File: src/rtl/lu_job_sched.sv
// Job scheduler: streams candidate coverage vectors through the external LU
// hit block one per cycle, counts hits/candidates and returns one result per job.
`ifndef MODE_SZ
`define MODE_SZ 3
`endif
`ifndef COVERED_SZ
`define COVERED_SZ 3
`endif
`ifndef MODE1
`define MODE1 3'd1
`endif
`ifndef MODE2
`define MODE2 3'd2
`endif
`ifndef MODE3
`define MODE3 3'd3
`endif
`ifndef MODE4
`define MODE4 3'd4
`endif

module lu_job_sched #(
  parameter int unsigned CNT_W = 8
) (
  input  logic                   clk,
  input  logic                   rst_n,
  input  logic                   start_i,
  input  logic [`MODE_SZ-1:0]    mode_i,
  output logic                   busy_o,
  input  logic                   cand_valid_i,
  output logic                   cand_ready_o,
  input  logic [`COVERED_SZ-1:0] cand_covered_i,
  input  logic                   cand_last_i,
  output logic [`COVERED_SZ-1:0] lu_covered_o,
  output logic [`MODE_SZ-1:0]    lu_mode_o,
  input  logic                   lu_hit_i,
  output logic                   res_valid_o,
  input  logic                   res_ready_i,
  output logic [CNT_W-1:0]       res_count_o,
  output logic [CNT_W-1:0]       res_total_o,
  output logic                   res_ovf_o,
  output logic                   res_mode_err_o
);

  typedef enum logic [1:0] {IDLE, RUN, DRAIN, DONE} state_t;

  state_t           state, state_nxt;
  logic             issue;
  logic             handshake;
  logic             mode_ok;
  logic             job_start;
  logic [CNT_W-1:0] cnt_max;

  assign cnt_max   = '1;
  assign handshake = cand_valid_i & cand_ready_o;
  assign job_start = (state == IDLE) && start_i;
  assign mode_ok   = (mode_i == `MODE1) || (mode_i == `MODE2) ||
                     (mode_i == `MODE3) || (mode_i == `MODE4);

  always_ff @(posedge clk or negedge rst_n) begin
    if (!rst_n) state <= IDLE;
    else        state <= state_nxt;
  end

  always_comb begin
    state_nxt    = state;
    busy_o       = 1'b1;
    cand_ready_o = 1'b0;
    res_valid_o  = 1'b0;
    unique case (state)
      IDLE: begin
        busy_o = 1'b0;
        if (start_i) state_nxt = RUN;
      end
      RUN: begin
        cand_ready_o = 1'b1;
        if (cand_valid_i && cand_last_i) state_nxt = DRAIN;
      end
      DRAIN: state_nxt = DONE;
      DONE: begin
        res_valid_o = 1'b1;
        if (res_ready_i) state_nxt = IDLE;
      end
      default: state_nxt = IDLE;
    endcase
  end

  // The LU sees lu_covered_o one cycle after the handshake, so its hit is
  // sampled on the edge after the issue flag was set, in whatever state.
  always_ff @(posedge clk or negedge rst_n) begin
    if (!rst_n) begin
      issue          <= 1'b0;
      lu_covered_o   <= '0;
      lu_mode_o      <= '0;
      res_count_o    <= '0;
      res_total_o    <= '0;
      res_ovf_o      <= 1'b0;
      res_mode_err_o <= 1'b0;
    end else if (job_start) begin
      issue          <= 1'b0;
      lu_mode_o      <= mode_i;
      res_count_o    <= '0;
      res_total_o    <= '0;
      res_ovf_o      <= 1'b0;
      res_mode_err_o <= !mode_ok;
    end else begin
      issue <= handshake;
      if (handshake) begin
        lu_covered_o <= cand_covered_i;
        if (res_total_o == cnt_max) res_ovf_o   <= 1'b1;
        else                        res_total_o <= res_total_o + CNT_W'(1);
      end
      if (issue && lu_hit_i) begin
        if (res_count_o == cnt_max) res_ovf_o   <= 1'b1;
        else                        res_count_o <= res_count_o + CNT_W'(1);
      end
    end
  end

endmodule

File: config.mk
export PLATFORM = sky130hd
export DESIGN_NAME = lu_job_sched
export DESIGN_NICKNAME = d
export VERILOG_FILES = /design/src/rtl/lu_job_sched.sv
export SDC_FILE = /design/constraint.sdc
export NUM_CORES = 1
export LEC_CHECK = 0
export BUFFER_PORTS_ARGS = -buffer_cell sky130_fd_sc_hd__buf_4
export CORE_UTILIZATION = 53
export CTS_BUF_LIST = sky130_fd_sc_hd__clkbuf_8
export DETAILED_ROUTE_END_ITERATION = 6
export PLACE_DENSITY = 0.8
export SYNTH_ARGS = -nofsm -noshare
export SYNTH_HDL_FRONTEND = slang
export SYNTH_SLANG_ARGS = --single-unit
export TNS_END_PERCENT = 100
File: constraint.sdc
create_clock -name clk -period 2.1 [get_ports clk]
set_input_delay 0.315 -clock clk [delete_from_list [all_inputs] [get_ports clk]]
set_output_delay 0.315 -clock clk [all_outputs]
set_load 0.02 [all_outputs]
Word level (Yosys, flattened, before mapping)
Index checks and enable logic that the tools add are counted.

Output and inout port bits: 27. Memory bits (read-only): 0. Logic and storage cells: 59. Memory bits (writable): 0. Memories: 0. Latch bits: 0. Register bits: 27.

Shift-type cells: 0. Mux-type cells: 19. Magnitude comparators: 0. Divide/modulo/power cells: 0. Add/sub/neg operators: 2. Eq/ne operators: 14. Multipliers: 0. Bitwise gates (word level): 2. Reduce and logical (&&, ||, !) cells: 14.

Operators with widths (number): 8-bit 2-to-1 mux (6); 8-bit by 1-bit adder with 8-bit output (second input constant) (2); 8-bit equality test (second input constant) (2); 2-bit inequality test (second input constant) (5); 1-bit 2-to-1 mux (9); 2-bit one-hot mux with 4 select lines (1); 3-bit by 2-bit equality test with 1-bit output (second input constant) (2); 2-bit 2-to-1 mux (3); 2-bit AND reduction (3); 2-bit equality test (second input constant) (2); 2-bit nonzero test (2); 3-bit by 1-bit equality test with 1-bit output (second input constant) (1); 3-bit equality test (second input constant) (1); 1-bit logical AND (3); 1-bit logical OR (3); 3-bit AND reduction (1); 2-bit by 1-bit equality test with 1-bit output (second input constant) (1); 2-bit logical NOT (1); 1-bit AND (1); 1-bit logical NOT (1); 1-bit inverter (1).

Longest topological paths before layout
Word-level depth: 7. Depth in mapped cells: 7. Depth with buffers taken out: 6.

Worst setup path before layout
Ideal clock, no wire load.

Path kind: register -> register. From: register state[1]. To: register res_total_o[5]. Data required time: 2.023 ns. Path buffers: 0. Path slack: 0.363 ns. Cell stages (with the launch flop): 7. Data arrival time: 1.660 ns. Cells stage by stage: dfrtp_1 -> inv_1 -> ha_1 -> and2_4 -> o21ai_4 -> or4_1 -> a21oi_1.

Word-level cells in the longest chain between the ends: 5. Elaborated cells between the ends (all ways): 9.

Ends and longest elaborated chain: start: declaration (line 47) `state_t state, state_nxt;`; start signal: assignment (line 62) `else state <= state_nxt;`; 2-bit by 1-bit equality test with 1-bit output (line 70) `unique case (state)`; 1-bit 2-to-1 mux (line 70); via cand_ready_o (line 31) `output logic cand_ready_o,`; 1-bit AND (line 55) `assign handshake = cand_valid_i & cand_ready_o;`; 2-bit nonzero test (no source line); 2-bit AND reduction (no source line); end signal: assignment (line 111) `else res_total_o <= res_total_o + CNT_W'(1);`; end: declaration (line 40) `output logic [CNT_W-1:0] res_total_o,`.

The timed path passes the listed nets, and every way through them passes these cells. A chain may end at the register's enable or synchronous reset.

Final worst setup path
From: register state[1]. To: register res_total_o[5].

Word-level cells in the longest chain between the ends: 5. Elaborated cells between the ends (all ways): 9.

Ends and longest elaborated chain (line): 2-bit by 1-bit equality test with 1-bit output (70); 1-bit 2-to-1 mux (70); 1-bit AND (55); 2-bit nonzero test (no source line); 2-bit AND reduction (no source line).

Parallel ways exist; a longest one is shown, timed or not.

==> results.yml <==
synth:
  synth_top_family_by_area: "simple AND/OR/NAND/NOR gates"
  synth_edf_count: 0
  syn_inst: 131
  yosys.area.top_type_share: 0.483
  synth_cell_type_count: 33
  synth_mux_area_frac: 0.0769
  synthTopCellsByArea: "dfrtp_1 (48%), ha_1 (6.3%), nor2_1 (4.8%)"
  synth_compound_area_frac: 0.104
  synth_xor_area_frac: 0.0563
  synth_top_cell_by_area: "dfrtp_1"
  yosysMostFrequentCell: "dfrtp_1"
  syn_area_per_cell_sq_um: 10.7
  yosys-top-cells-count: "dfrtp_1 (27), nor2_1 (18), nand2_1 (8), ha_1 (7), xor2_1 (7)"
  synthFlopType: "dfrtp_1"
  seq_area_frac_synth: 0.483
  synth_warnings: 0
  synth_area_sq_um: 1400
  synth-seq-cells: 27
  synth-async-reset-ratio: 1.00
  yosys.area_share.simple: 0.197
  synth-adder-area-share: 0.0626
  syn_nets: 151
routing:
  ant_nets: 0
  dr_total_vias: 1154
  drt-total-wl_microns: 2930
  via_per_inst: 5.63
  first_pass_iters: 4
  wire_per_inst_microns: 14.3
  drt-initial-drc-count: 23
  drc: 0
setup_path:
  r2r_end: "res_total_o[5]$_DFFE_PN0P_"
  critPathLaunch: "state[1]$_DFFE_PN0P_"
  worstSetupPathType: "reg -> reg"
  r2r_slack_ns: 0.38
  reg2reg_depth: 6
  crit_arrival_ns: 1.93
  crit_path_end_kind: "register"
  critPathRequiredTime_ns: 2.31
  cp-endpoint: "res_total_o[5]$_DFFE_PN0P_"
  path_max_fanout: 4
  rr_startpoint: "state[1]$_DFFE_PN0P_"
  start_kind: "register"
power_and_ir_drop:
  irDropWorstVdd_mv: 0.785
  p_leak_nw: 0.885
  power_density_nw_per_um2: 1030
clock_network:
  clock_sinks: 27
  clk_latency_ns: 0.27
  cts.clk_slew.worst_paths_ns: 0.09
  cts-resized-gates: 0
  cts_tree: "done"
  htree_num_levels: 1
  cts_max_path_buffers: 2
  cts_buffers: 3
  clockRootBuffer: "clkbuf_8"
layout:
  n_fill_cell: 207
  final_cell_area_sq_um: 1790
  fin_nets: 196
  seq_area_sq_um: 676
  multi_input_area_sq_um: 696
  antenna_cells: 0
  drive_gt1_frac: 0.337
  areaGrowthSynthToFinish_pct: 27.9
floorplan:
  initial_utilization: 0.565
  fp.dieH_microns: 53.4
  num_io_pins: 40
  dieArea_sq_um: 2850
  core_area_sq_um: 2480
  rows: 18
  die_w_microns: 53.4
sta:
  slew_headroom: 0.688
  fin_ws_ns: 0.381
  max_freq_mhz: 582
  rsz0062_at_grt: "false"
  setup_viol: 0
  worstMarginPinSlew_ns: 0.468
  clock_skew_ns: 0.00391
  maxSlewViolCount: 0
  period_share: 0.819
  final-hold-violation-count: 0
  setup_tns_ns: 0
  fin_crit_ns: 1.72
place:
  port_buffers: 39
  hpwl_microns: 2140
  gp_congestion: 0.739
  dpl_cell_area_sq_um: 1740
  dpl_worst_slack_ns: 0.409
global_route:
  grt_max_degree: 28
  antenna_found_initial: 0
  grt_overflow: 0
  grt_pass1_vias: 1060
  grt_usage: 0.234
  grt_pass1_wl_microns: 4710
status:
  status: "complete, no violations"
job:
  cap_violations: 0
worst_hold_path:
  hp-class: "in -> reg"
[cell families after synthesis]
| logic type | count (synthesis) |
|---|---|
| flops | 27 |
| buf+inv | 7 |
| compound gates | 21 |
| mux | 10 |
| xor+xnor | 9 |
| simple gates | 50 |
| fa+ha+maj | 7 |
[critical path, cell delays in order (launching register included)]
cell and delay, ns:
dfrtp_1 0.41, inv_1 0.13, ha_1 0.22, and2_4 0.20, o21ai_4 0.08, or4_1 0.47
a21oi_1 0.15
[how the worst min path moves through the flow]
stage	start	endpoint	slack (ns)	cells after the start
after floorplan	rst_n	issue$_DFF_PN0_	0.02	0
after detailed placement	rst_n	res_count_o[3]$_DFFE_PN0P_	0.25	1
after CTS	cand_covered_i[1]	lu_covered_o[1]$_DFFE_PN0P_	0.27	2
final	cand_covered_i[1]	lu_covered_o[1]$_DFFE_PN0P_	0.28	2
after global routing	cand_covered_i[1]	lu_covered_o[1]$_DFFE_PN0P_	0.26	2
after global placement	rst_n	res_count_o[3]$_DFFE_PN0P_	0.24	1
[cells in the final DEF (no fill, tap or decap), drive strengths merged, types with 3 or more instances in the layout]
master	instances
inv	6
and3	3
nor3	5
o211ai	5
nand2	8
ha	7
a21oi	5
buf	41
nand4	4
o21ai	8
mux2	6
dfrtp	27
mux2i	4
clkbuf	3
xor2	7
nand3	4
nor2	18
[timing repair]
| item | in CTS | in global routing |
|---|---|---|
| hold endpoints to repair | 27 | 0 |
| setup buffers | 0 | 0 |
| hold buffers | 1 | 0 |
[power breakdown]
group	internal, mW	total [mW]	switching [mW]
Clock	0.131	0.295	0.164
Sequential	0.645	0.746	0.101
Combinational	0.356	0.805	0.448
Total	1.13	1.85	0.714
[layer usage]
metal / global-route usage / wire, microns / up-vias
li1: - / - / 548
met1: 0.276 / 1260 / 570
met2: 0.421 / 1520 / 31
met3: 0.0489 / 122 / 5
met4: 0.0658 / 29 / 0
met5: 0 / 0 / -
[final cells by class]
class / count / area share
clock buffer: 3 / 0.0231
tap: 30 / 0.0210
sequential: 27 / 0.377
clock inverter: 1 / 0.00210
multi-input combinational: 97 / 0.389
inverter: 5 / 0.0105
timing repair buffer: 42 / 0.177
[sequential cells by signal, indices dropped and copies added, names as in the netlist]
register,cells
res_total_o,8
res_mode_err_o,1
lu_covered_o,3
issue,1
res_count_o,8
res_ovf_o,1
state,2
lu_mode_o,3
[per-stage QoR]
step / total power [mW] / utilization / hold slack, ns / cells
global route: 1.96 / 0.723 / 0.260 / 205
floorplan: 1.23 / - / 0.0194 / 131
CTS: 1.86 / 0.723 / 0.274 / 205
detailed placement: 1.56 / 0.701 / 0.250 / 200
finish: 1.85 / 0.723 / 0.276 / 205
global placement: 1.53 / 0.701 / 0.244 / 200
No activity file was read; power rests on OpenSTA's default activity.
